--- src/rtl/multicycle_control_if.sv ---
// rtl/multicycle_control_if.sv - Fetch and data-memory handshake bundle for the multicycle controller
interface multicycle_control_if #(
    parameter int N = 32
);
    logic [N-1:0] instr;
    logic         instr_valid;
    logic         instr_ready;
    logic         mem_req;
    logic         mem_ready;

    modport master (
        input  instr,
        input  instr_valid,
        input  mem_ready,
        output instr_ready,
        output mem_req
    );

    modport slave (
        output instr,
        output instr_valid,
        output mem_ready,
        input  instr_ready,
        input  mem_req
    );
endinterface

--- src/rtl/multicycle_control.sv ---
// rtl/multicycle_control.sv - Multicycle RV32I control FSM with fetch/memory handshakes and fault reporting
module multicycle_control #(
    parameter int N           = 32,
    parameter int MEM_TIMEOUT = 15
) (
    input  logic                 clk,
    input  logic                 rst_n,
    multicycle_control_if.master bus,
    input  logic                 BrEq,
    input  logic                 BrLT,
    output logic                 RegWEn,
    output logic [2:0]           ImmSel,
    output logic                 ALUsrc1,
    output logic                 ALUsrc2,
    output logic [3:0]           AluSEL,
    output logic                 BrUn,
    output logic                 MemRw,
    output logic [2:0]           ldU,
    output logic [1:0]           WBSel,
    output logic                 PCSel,
    output logic                 PCWEn,
    output logic [1:0]           fault
);
    localparam logic [6:0] OP_R      = 7'b0110011;
    localparam logic [6:0] OP_IMM    = 7'b0010011;
    localparam logic [6:0] OP_LOAD   = 7'b0000011;
    localparam logic [6:0] OP_STORE  = 7'b0100011;
    localparam logic [6:0] OP_BRANCH = 7'b1100011;
    localparam logic [6:0] OP_JAL    = 7'b1101111;
    localparam logic [6:0] OP_JALR   = 7'b1100111;
    localparam logic [6:0] OP_LUI    = 7'b0110111;
    localparam logic [6:0] OP_AUIPC  = 7'b0010111;

    localparam int              CW       = (MEM_TIMEOUT > 2) ? $clog2(MEM_TIMEOUT) : 1;
    localparam logic [CW-1:0]   CNT_LAST = CW'(MEM_TIMEOUT > 0 ? MEM_TIMEOUT - 1 : 0);

    typedef enum logic [2:0] {S_FETCH, S_DECODE, S_EXEC, S_MEM, S_WB, S_TRAP} state_t;

    typedef struct packed {
        logic [2:0] imm_sel;
        logic       src1;
        logic       src2;
        logic [3:0] alu_sel;
        logic       br_un;
        logic [2:0] ld_u;
        logic [1:0] wb_sel;
    } ctrl_t;

    state_t        state;
    ctrl_t         fields_q;
    ctrl_t         dec;
    logic [N-1:0]  instr_q;
    logic [CW-1:0] cnt;
    logic          mem_req_q;
    logic [2:0]    f3_in;

    // Datapath selects are decoded from the incoming word so they are already valid in DECODE.
    always_comb begin
        dec   = '0;
        f3_in = bus.instr[14:12];
        case (bus.instr[6:0])
            OP_R:      begin dec.alu_sel = {bus.instr[30], f3_in}; dec.wb_sel = 2'b01; end
            OP_IMM:    begin
                dec.src2    = 1'b1;
                dec.alu_sel = (f3_in == 3'b101) ? {bus.instr[30], f3_in} : {1'b0, f3_in};
                dec.wb_sel  = 2'b01;
            end
            OP_LOAD:   begin dec.src2 = 1'b1; dec.ld_u = f3_in; end
            OP_STORE:  begin dec.imm_sel = 3'b001; dec.src2 = 1'b1; end
            OP_BRANCH: begin
                dec.imm_sel = 3'b010; dec.src1 = 1'b1; dec.src2 = 1'b1; dec.br_un = f3_in[1];
            end
            OP_JAL:    begin dec.imm_sel = 3'b100; dec.src1 = 1'b1; dec.src2 = 1'b1; dec.wb_sel = 2'b10; end
            OP_JALR:   begin dec.src2 = 1'b1; dec.wb_sel = 2'b10; end
            OP_LUI:    begin dec.imm_sel = 3'b011; dec.src2 = 1'b1; dec.alu_sel = 4'b1111; dec.wb_sel = 2'b01; end
            OP_AUIPC:  begin dec.imm_sel = 3'b011; dec.src1 = 1'b1; dec.src2 = 1'b1; dec.wb_sel = 2'b01; end
            default:   ;
        endcase
    end

    logic [6:0] op_q;
    logic [2:0] f3_q;
    logic       is_load_q, is_store_q, is_branch_q, is_jump_q, known_q, legal_q, writes_rd_q;
    logic       taken;
    logic       unused_instr_bits;

    assign op_q        = instr_q[6:0];
    assign f3_q        = instr_q[14:12];
    assign is_load_q   = (op_q == OP_LOAD);
    assign is_store_q  = (op_q == OP_STORE);
    assign is_branch_q = (op_q == OP_BRANCH);
    assign is_jump_q   = (op_q == OP_JAL) || (op_q == OP_JALR);
    assign writes_rd_q = (op_q == OP_R) || (op_q == OP_IMM) || is_load_q || is_jump_q
                      || (op_q == OP_LUI) || (op_q == OP_AUIPC);
    assign known_q     = writes_rd_q || is_store_q || is_branch_q;
    assign legal_q     = known_q && !(is_branch_q && (f3_q[2:1] == 2'b01));
    assign unused_instr_bits = ^{instr_q[N-1:15], instr_q[11:7]};

    always_comb begin
        taken = 1'b0;
        case (f3_q)
            3'b000:          taken = BrEq;
            3'b001:          taken = !BrEq;
            3'b100, 3'b110:  taken = BrLT;
            3'b101, 3'b111:  taken = !BrLT;
            default:         taken = 1'b0;
        endcase
    end

    always_ff @(posedge clk or negedge rst_n) begin
        if (!rst_n) begin
            state     <= S_FETCH;
            fields_q  <= '0;
            instr_q   <= '0;
            cnt       <= '0;
            mem_req_q <= 1'b0;
            MemRw     <= 1'b0;
            RegWEn    <= 1'b0;
            PCWEn     <= 1'b0;
            PCSel     <= 1'b0;
            fault     <= 2'b00;
        end else begin
            case (state)
                S_FETCH: begin
                    if (bus.instr_valid) begin
                        instr_q  <= bus.instr;
                        fields_q <= dec;
                        state    <= S_DECODE;
                    end
                end
                S_DECODE: begin
                    if (!legal_q) begin
                        fields_q <= '0;
                        fault    <= 2'b01;
                        state    <= S_TRAP;
                    end else begin
                        state <= S_EXEC;
                    end
                end
                S_EXEC: begin
                    if (is_load_q || is_store_q) begin
                        mem_req_q <= 1'b1;
                        MemRw     <= is_store_q;
                        cnt       <= '0;
                        state     <= S_MEM;
                    end else begin
                        RegWEn <= writes_rd_q;
                        PCWEn  <= 1'b1;
                        PCSel  <= is_jump_q || (is_branch_q && taken);
                        state  <= S_WB;
                    end
                end
                S_MEM: begin
                    // Completion wins over timeout when both land on the final wait cycle.
                    if (bus.mem_ready) begin
                        mem_req_q <= 1'b0;
                        MemRw     <= 1'b0;
                        RegWEn    <= is_load_q;
                        PCWEn     <= 1'b1;
                        state     <= S_WB;
                    end else if ((MEM_TIMEOUT != 0) && (cnt == CNT_LAST)) begin
                        mem_req_q <= 1'b0;
                        MemRw     <= 1'b0;
                        fields_q  <= '0;
                        fault     <= 2'b10;
                        state     <= S_TRAP;
                    end else begin
                        cnt <= cnt + 1'b1;
                    end
                end
                S_WB: begin
                    fields_q <= '0;
                    RegWEn   <= 1'b0;
                    PCWEn    <= 1'b0;
                    PCSel    <= 1'b0;
                    cnt      <= '0;
                    state    <= S_FETCH;
                end
                default: ;
            endcase
        end
    end

    // Ready is held low while reset is asserted and rises as soon as reset releases.
    assign bus.instr_ready = rst_n && (state == S_FETCH);
    assign bus.mem_req     = mem_req_q;

    assign ImmSel  = fields_q.imm_sel;
    assign ALUsrc1 = fields_q.src1;
    assign ALUsrc2 = fields_q.src2;
    assign AluSEL  = fields_q.alu_sel;
    assign BrUn    = fields_q.br_un;
    assign ldU     = fields_q.ld_u;
    assign WBSel   = fields_q.wb_sel;
endmodule

--- src/flat_wrapper.sv ---
// flat-port wrapper written by rule: the top's interface ports become plain ports
module multicycle_control_flat 
#(
    parameter int N           = 32,
    parameter int MEM_TIMEOUT = 15
)
  (clk, rst_n, BrEq, BrLT, RegWEn, ImmSel, ALUsrc1, ALUsrc2, AluSEL, BrUn, MemRw, ldU, WBSel, PCSel, PCWEn, fault, bus_instr, bus_instr_valid, bus_mem_ready, bus_instr_ready, bus_mem_req);
  multicycle_control_if #(.N(N)) bus_i ();
  input  logic clk;
  input  logic rst_n;
  input  logic BrEq;
  input  logic BrLT;
  output logic RegWEn;
  output logic [2:0] ImmSel;
  output logic ALUsrc1;
  output logic ALUsrc2;
  output logic [3:0] AluSEL;
  output logic BrUn;
  output logic MemRw;
  output logic [2:0] ldU;
  output logic [1:0] WBSel;
  output logic PCSel;
  output logic PCWEn;
  output logic [1:0] fault;
  input wire logic [$bits(bus_i.instr)-1:0] bus_instr;
  input wire logic [$bits(bus_i.instr_valid)-1:0] bus_instr_valid;
  input wire logic [$bits(bus_i.mem_ready)-1:0] bus_mem_ready;
  output wire logic [$bits(bus_i.instr_ready)-1:0] bus_instr_ready;
  output wire logic [$bits(bus_i.mem_req)-1:0] bus_mem_req;
  assign bus_i.instr = bus_instr;
  assign bus_i.instr_valid = bus_instr_valid;
  assign bus_i.mem_ready = bus_mem_ready;
  assign bus_instr_ready = bus_i.instr_ready;
  assign bus_mem_req = bus_i.mem_req;
  multicycle_control #(.N(N), .MEM_TIMEOUT(MEM_TIMEOUT)) u_core (.clk(clk), .rst_n(rst_n), .bus(bus_i), .BrEq(BrEq), .BrLT(BrLT), .RegWEn(RegWEn), .ImmSel(ImmSel), .ALUsrc1(ALUsrc1), .ALUsrc2(ALUsrc2), .AluSEL(AluSEL), .BrUn(BrUn), .MemRw(MemRw), .ldU(ldU), .WBSel(WBSel), .PCSel(PCSel), .PCWEn(PCWEn), .fault(fault));
endmodule
--- config.mk ---
export PLATFORM = sky130hd
export DESIGN_NAME = multicycle_control_flat
export DESIGN_NICKNAME = d
export VERILOG_FILES = /design/src/rtl/multicycle_control_if.sv /design/src/rtl/multicycle_control.sv /design/src/flat_wrapper.sv
export SDC_FILE = /design/constraint.sdc
export NUM_CORES = 1
export LEC_CHECK = 0
export ABC_CLOCK_PERIOD_IN_PS = 2300
export CAP_MARGIN = 20
export CORE_UTILIZATION = 30
export CTS_CLUSTER_DIAMETER = 100
export CTS_CLUSTER_SIZE = 20
export DETAILED_ROUTE_END_ITERATION = 8
export PLACE_DENSITY = 0.6
export SYNTH_ARGS = -nofsm -noshare
export SYNTH_HDL_FRONTEND = slang
export SYNTH_SLANG_ARGS = --single-unit
--- constraint.sdc ---
create_clock -name clk -period 2.3 [get_ports clk]
set_input_delay 0.23 -clock clk [delete_from_list [all_inputs] [get_ports clk]]
set_output_delay 0.23 -clock clk [all_outputs]
set_load 0.02 [all_outputs]
==> Yosys cells after proc, flatten, opt, wreduce, memory -nomap -nowiden <==
Index checks and enable logic that the tools add are counted.
{ "word_totals": {"regBits": 44, "inputBits": 38, "output_inout_bits": 23, "elab_cells": 138} }
{ "op_classes": {"n_addsub": 1, "eq_ne": 39, "n_mux": 42, "n_reduce_logical": 40} }
{ "ops": {"columns": ["operator", "count"], "rows": [
  ["two-way mux 15 bit", 4],
  ["case mux 15 bit (4 select lines)", 1],
  ["equality test 7 x 6 -> 1 bit (second input constant)", 6],
  ["equality test 7 bit (second input constant)", 6],
  ["equality test 7 x 5 -> 1 bit (second input constant)", 4],
  ["case mux 4 bit (3 select lines)", 2],
  ["equality test 3 bit (second input constant)", 6],
  ["two-way mux 3 bit", 6],
  ["two-way mux 4 bit", 4],
  ["case mux 3 bit (5 select lines)", 1],
  ["equality test 7 x 2 -> 1 bit (second input constant)", 2],
  ["two-way mux 1 bit", 12],
  ["!= test 2 bit (second input constant)", 6],
  ["case mux 3 bit (4 select lines)", 1],
  ["logical OR 1 bit", 10],
  ["AND reduction 3 bit", 3],
  ["case mux 2 bit (2 select lines)", 2],
  ["AND reduction 4 bit", 2],
  ["OR reduction 2 bit", 4],
  ["OR reduction 8 bit", 1],
  ["equality test 3 x 1 -> 1 bit (second input constant)", 2],
  ["equality test 3 x 2 -> 1 bit (second input constant)", 2],
  ["zero test 3 bit", 2],
  ["two-way mux 2 bit", 3],
  ["other kinds (18)", 30]
]} }

==> Depth between registers and ports, before layout <==
Gate-level depths: netlist of run 1.
{ "depth": {"word_depth": 11, "ltp_mapped": 7} }

==> Worst setup path after synthesis of run 1 <==
Ideal clock, no wire load.
{ "synth_path": {"path_type": "flip-flop to output port", "start": "register u_core.state[0]", "end": "output bus_instr_ready", "t_arrival_ps": 1519, "required_ps": 2070, "setup_slack_ps": 551, "path_stages_with_launch": 4, "path_buffers": 2, "path_cell_list": "dfrtp_1 buf_2 clkbuf_1 nor4b_1"} }
{ "synth_via": {"elab_chain_len": 2} }
{ "synth_rtl": {"columns": ["item", "line_no", "source"], "rows": [
  ["start, declared", "multicycle_control.sv:49", "state_t state;"],
  ["start signal, assigned", "multicycle_control.sv:112", "state <= S_FETCH;"],
  ["start signal, assigned", "multicycle_control.sv:128", "state <= S_DECODE;"],
  ["start signal, assigned", "multicycle_control.sv:135", "state <= S_TRAP;"],
  ["zero test 3 bit", "multicycle_control.sv:185", "assign bus.instr_ready = rst_n && (state == S_FETCH);"],
  ["logical AND 1 bit", "multicycle_control.sv:185", null],
  ["end, declared", "flat_wrapper.sv:28", "output wire logic [$bits(bus_i.instr_ready)-1:0] bus_instr_ready;"]
]} }
Every way passes these cells.

==> Worst setup path in the final report of run 1 <==
Same ends and word-level chain as after synthesis.

==> results of run 1 <==
[cells in the final DEF (no fill, tap or decap), types with 5 or more instances in the layout]
master | synthesis | routed
a31oi_1 | 7 | 7
dfrtp_1 | 39 | 39
nor3_1 | 5 | 5
clkdlybuf4s50_1 | 0 | 38
o21ai_0 | 21 | 21
buf_4 | 0 | 13
clkbuf_8 | 0 | 7
nor2_1 | 15 | 15
nand2_1 | 35 | 35
a22oi_1 | 7 | 7
inv_1 | 15 | 15
a21oi_1 | 13 | 13
nor2b_1 | 5 | 5
[final cells by class]
type	instances	area, um^2	share of cell area (%)
Tap cell	99	124	4.25
Inverter	15	56.3	1.93
Multi-Input combinational cell	187	1170	40.3
Timing Repair Buffer	52	483	16.6
Clock buffer	7	96.3	3.30
Clock inverter	1	7.51	0.257
Sequential cell	39	976	33.4
[flip-flops by register name (all words and copies together), names as in the netlist]
register            cells
u_core.RegWEn           1
u_core.ImmSel           3
u_core.instr_q         10
u_core.BrUn             1
u_core.ALUsrc1          1
u_core.cnt              4
u_core.ldU              3
u_core.fault            2
u_core.bus.mem_req      1
u_core.PCSel            1
u_core.PCWEn            1
u_core.AluSEL           4
u_core.MemRw            1
u_core.state            3
u_core.ALUsrc2          1
u_core.WBSel            2
[worst register-to-register path, delay by kind of cell (launching register included)]
| kind | cells | cell delay [ps] |
|---|---|---|
| buffers and inverters | 1 | 200 |
| and+or+nand+nor | 1 | 670 |
| AOI/OAI and AO/OA | 3 | 640 |
| DFF | 1 | 460 |
[cell families after synthesis]
logic type	synth area share, %
buffers and inverters	5.65
muxes	2.74
xor gates and xnor gates	0.769
DFF	42.8
AOI/OAI and AO/OA	21.8
and+or+nand+nor	25.1
adders and majority gates	1.10
[power groups by stage]
stage / Combinational (mW) / Sequential [mW] / Clock (mW)
detailed placement: 0.451 / 0.900 / 0
floorplan: 0.219 / 0.920 / 0
finish: 0.448 / 0.883 / 0.531
global placement: 0.447 / 0.896 / 0
global route: 0.497 / 0.906 / 0.571
CTS: 0.454 / 0.885 / 0.544
[metal layers]
metal	wire (um)	share of wire [%]	GRT usage, %
met5	0	0	0
met4	52	0.92	4.33
met3	256	4.5	2.95
met2	2660	47	25.1
met1	2690	48	22.0
[path summary, 6_finish.rpt]
kind                       slack (ps)               start            endpoint
min                                 7               rst_n        u_core.MemRw
max in group asynchronous        1930               rst_n  u_core.instr_q[12]
max                               220     u_core.state[0]     bus_instr_ready
min in group clk                  500  u_core.instr_q[13]  u_core.instr_q[13]
max reg2reg                       250     u_core.state[2]    u_core.ImmSel[0]
min reg2reg                       500  u_core.instr_q[13]  u_core.instr_q[13]
==> results.md, run 1 <==
- Count leader, synth: dfrtp_1
- Worst path depth: 3
- Switching Fraction: 31.3%
- Initial Util: 31.3%
- Internal Pwr Total: 1.28 mW
- Switching pwr: 0.583 mW
- CTS sink count: 39
- Largest delay contributor family on the critical path: buffers and inverters
- Tot Pwr: 1.86 mW
- Routed via count: 2063
- Critical path's largest stage delay: 660 ps
- Initial antenna violation count: 0
- CTS H-tree depth: 2
- Tot GR Track Use: 15.8%
- DP Cell Count: 392
- Core box area: 7290 um^2
- Share of cells above drive strength 1: 11.3%
- Fill count: 775
- Layout Skew: 6.20 ps
- Clock-pin slew on the worst setup and hold paths: 80 ps
- Worst-path cell chain: buf_4 > nor4b_1 > clkdlybuf4s50_1
- Peak supply drop: 0.242 mV
- Vias in the first global route: 2027
- Crit path max-delay cell type: clkdlybuf4s50_1
- Placed Area: 2810 um^2
- Gpl congestion: 0.832
- Post-synth top area share: 42.8%
- Worst R2R Path Depth: 5
- Final-report hold violation count: 0
- Hold Crit Class: in -> async
- Logic gate share of total power: 24.1%
- Syn_area_per_cell: 8.87 um^2
- Netlist cell types: 55
- Via density per instance: 5.16
- Worst hold slack: 6.92 ps
- Pre-antenna DRT Iters: 4
- # DRC: 0
- Worst Path Buf+Inv: 2
- Cts hold-fix bufs: 0
- Syn Inst Count: 257
- 1st-iter DRT viols: 87
- Worst Setup End Kind: output port
- Peak Freq: 0.482 GHz
- Post-Syn Nets: 297
- Crit path max fanout: 23
- Setup WS pre-CTS: 29.3 ps
- RSZ-0062 raised after global routing: no
- Status: finished clean
- Max-slew violations: 0
- Most frequent cells after synthesis: dfrtp_1 (39), nand2_1 (35), o21ai_0 (21)
- CTS tree: built
- Largest net degree at the start of global routing: 40
- Antenna cells: 0
- WP data required: 2070 ps
- Seq/Total Area, Yosys: 42.8%
- Final Worst Setup Slack: 224 ps
- Root buf cell: clkbuf_8
- YS warnings: 0
- EDFF count, synth: 0
- Clk buf depth: 2
- # Post-CTS Setup Buffers: 0
- Share of total power in sequential cells: 47.4%
- Wire length per cell: 14.1 um
- Slew headroom: 55.6%
- Setup-failing EPs final: 0
- Total grt overflow: 0
- Top-level port count: 61
- Synth area leader: dfrtp_1
- Final Cycle Share: 90.3%
- Clock Latency Late Sink: 290 ps
- Worst Tran Pin Value: 660 ps
- Post-Syn Area: 2280 um^2
- Hpwl dp: 4040 um
- Max-cap violations: 0
- Die Y-Extent: 89.2 um
- Setup Crit Path Kind: reg -> out
- Pwr dens: 638 nW/um^2
- Crit path DAT: 1850 ps
- First-pass GRT wire length: 9670 um
- Die X: 89.2 um
- Antenna-violating nets left: 0
- Final setup TNS: 0 ps
- WL final: 5650 um
- CTS buffer count: 5
- Largest cells by area after synthesis: dfrtp_1 (43%), nand2_1 (5.8%), o21ai_0 (4.6%)
- Design area: 2920 um^2
- Synth Register Bits: 39
- Leak Pwr: 1.16 nW
- Min Tclk post-route: 2080 ps
- Total die area: 7950 um^2
- Primary FF master, synth: dfrtp_1
- Clk pwr share: 28.5%
- Fin util: 40.0%
- Fin cells: 400
- Fraction of registers with async set/reset: 100%
- Area growth, synth to finish: 28.0%
- FP Rows: 31
- Post-CTS Resized: 0
- Fin nets: 340
- Number of I/O port buffers: 39
- Crit start category: register
(Power assumes the default switching activity.)
==> run 2: changes to the inputs <==
- CORE_MARGIN: not set -> 2
==> run 2 against run 1 <==
  * Combinational power hardly changed
  * Design area down 0.90%
  * Clock-buffer cell count down 1
  * Total power decreased by 3.8%
  * First-iteration DRC count grew 14%
  * Core utilization down 0.36 points
  * Sequential share of layout area grew 0.30 points
  * Critical endpoint unchanged
  * Clock power decreased by 13%
  * Highest routed layer unchanged
  * Via count grew 1.1%
  * Maximum frequency is 1.4% higher
==> results.md, run 2 (synthesis results as in run 1) <==
- Status: finished clean
- Antenna cells: 0 (unchanged)
- Logic gate share of total power: 24.9% (+0.8 points)
- Die Y-Extent: 91.2 um (+2.2%)
- RR Endpoint: u_core.ImmSel[0]
- Max reg flops: 10 (unchanged)
- Worst-path cell chain: buf_4 > nor4b_1 > clkdlybuf4s50_1
- Clock Latency Late Sink: 290 ps (about the same)
- Crit path DAT: 1820 ps (-30 ps)
- 1st-iter DRT viols: 99 (+14%)
- WP data required: 2070 ps (about the same)
- Most common cell after layout, fill and taps aside: dfrtp_1
- Design area: 2890 um^2 (-0.90%)
- Antenna-violating nets left: 0 (unchanged)
- Initial antenna violation count: 0 (unchanged)
- Pwr dens: 620 nW/um^2 (-2.9%)
- # DRC: 0 (unchanged)
- Worst R2R Path Depth: 5 (unchanged)
- Clk buf depth: 2 (unchanged)
- Gpl congestion: 0.773 (-7.1%)
- Wire length per cell: 13.8 um (-2.7%)
- Hpwl dp: 3990 um (-1.1%)
- Final setup TNS: 0 ps (unchanged)
- Max-slew violations: 0 (unchanged)
- Worst path depth: 3 (unchanged)
- Area growth, synth to finish: 26.8%
- Via density per instance: 5.23 (+1.3%)
- Root buf cell: clkbuf_8
- Slew headroom: 55.4% (-0.20 points)
- Min Tclk post-route: 2050 ps (-29.0 ps)
- Total grt overflow: 0 (unchanged)
- Share of total power in sequential cells: 49.4% (+2.0 points)
- Share of cells above drive strength 1: 10.7% (-0.63 points)
- Setup Crit Path Kind: reg -> out
- Final-report hold violation count: 0 (unchanged)
- Crit start category: register
- Vias in the first global route: 1975 (-2.6%)
- Critical Path End: bus_instr_ready
- Tot GR Track Use: 14.2% (-1.6 points)
- Internal Pwr Total: 1.22 mW (-4.8%)
- Max-cap violations: 0 (unchanged)
- Reg-to-reg startpoint: u_core.state[2]
- Leak Pwr: 1.15 nW (-1.2%)
- RSZ-0062 raised after global routing: no
- Setup-failing EPs final: 0 (unchanged)
- Top-level port count: 61 (unchanged)
- Worst Path Buf+Inv: 2 (unchanged)
- CTS buffer count: 5 (unchanged)
- # Post-CTS Setup Buffers: 0 (unchanged)
- Commonest cells after routing, fill and taps aside: dfrtp_1 (39), clkdlybuf4s50_1 (38), nand2_1 (35)
- Number of I/O port buffers: 39 (unchanged)
- R2R setup slack: 270 ps (+20 ps)
- Largest delay contributor family on the critical path: buffers and inverters
- Final Cycle Share: 89.0% (-1.3 points)
- Clock-pin slew on the worst setup and hold paths: 80 ps (about the same)
- Pre-antenna DRT Iters: 4 (unchanged)
- Largest net degree at the start of global routing: 40 (unchanged)
- FP Rows: 31 (unchanged)
- Critical path's largest stage delay: 650 ps (about the same)
- Cts hold-fix bufs: 0 (unchanged)
- Crit path max-delay cell type: clkdlybuf4s50_1
- Peak Freq: 0.488 GHz (+1.4%)
- WL final: 5490 um (-2.9%)
- Hold Crit Class: in -> async
- Die X: 91.2 um (+2.2%)
- Clk pwr share: 25.8% (-2.7 points)
- CTS H-tree depth: 2 (unchanged)
- Switching Fraction: 32.0% (+0.73 points)
- Fin nets: 339 (-0.29%)
- Post-CTS Resized: 0 (unchanged)
- Routed via count: 2085 (+1.1%)
- Worst Setup End Kind: output port
- Worst setup path startpoint: u_core.state[0]
- Worst Tran Pin Value: 663 ps (+3.01 ps)
- Switching pwr: 0.574 mW (-1.5%)
- Initial Util: 31.3% (unchanged)
- Crit path max fanout: 23 (unchanged)
- Total die area: 8310 um^2 (+4.5%)
- Peak supply drop: 0.238 mV (-1.6%)
- Layout Skew: 9.09 ps (+2.89 ps)
- Tot Pwr: 1.79 mW (-3.8%)
- First-pass GRT wire length: 9650 um (-0.21%)
- Placed Area: 2810 um^2 (-0.27%)
- CTS sink count: 39 (unchanged)
- Largest register by flop count: u_core.instr_q
- CTS tree: built
- Core box area: 7290 um^2 (unchanged)
run 2: worst min path at each step:
stage | slack, ps | depth (start not counted) | endpoint | start
after floorplan | -70 | 0 | u_core.ALUsrc1 | rst_n
after global placement | 350 | 2 | u_core.MemRw | rst_n
after detailed placement | 350 | 2 | u_core.MemRw | rst_n
after CTS | 30 | 2 | u_core.ImmSel[0] | rst_n
after global routing | 60 | 2 | u_core.MemRw | rst_n
final | 0.1 | 2 | u_core.MemRw | rst_n
run 2: worst register-to-register path, cell delays in order, from the launching register on:
cell and delay (ps):
dfrtp_1 460, or4b_4 670, a2111oi_0 540, buf_4 200, a21oi_1 30, o21ai_0 60
run 2: layer usage:
layer  part of all wire, %  vias up  track usage (%)
li1                      -     1027                -
met1                    48      991             20.0
met2                    46       61             22.3
met3                   5.2        6             2.57
met4                  0.97        0             3.91
met5                     0        -                0
run 2: per-stage QoR:
step | utilization (%) | setup WS (ps) | cells | hold WS (ps)
6_report | 39.7 | 253 | 399 | 0.148
3_3_place_gp | 38.5 | 49.9 | 391 | 351
4_1_cts | 39.7 | 225 | 399 | 32.8
5_1_grt | 39.7 | 132 | 399 | 62.2
3_5_place_dp | 38.5 | 28.1 | 391 | 353
2_1_floorplan | - | 551 | 257 | -65.6
run 2: layout make-up:
cell class / count / area, um^2
clock buffers: 6 / 72.6
clock inverters: 2 / 12.5
fillers: 756 / 4400
inverters: 15 / 56.3
multi-input cells: 187 / 1170
flip-flops and latches: 39 / 976
well taps: 99 / 124
repair buffers: 51 / 475
run 2: power by group through the flow:
stage          logic, mW  clock network, mW  registers, mW
6_report           0.445              0.462          0.885
2_1_floorplan      0.219                  0          0.920
3_5_place_dp       0.451                  0          0.898
5_1_grt            0.500              0.515          0.904
4_1_cts            0.452              0.482          0.886
3_3_place_gp       0.447                  0          0.895
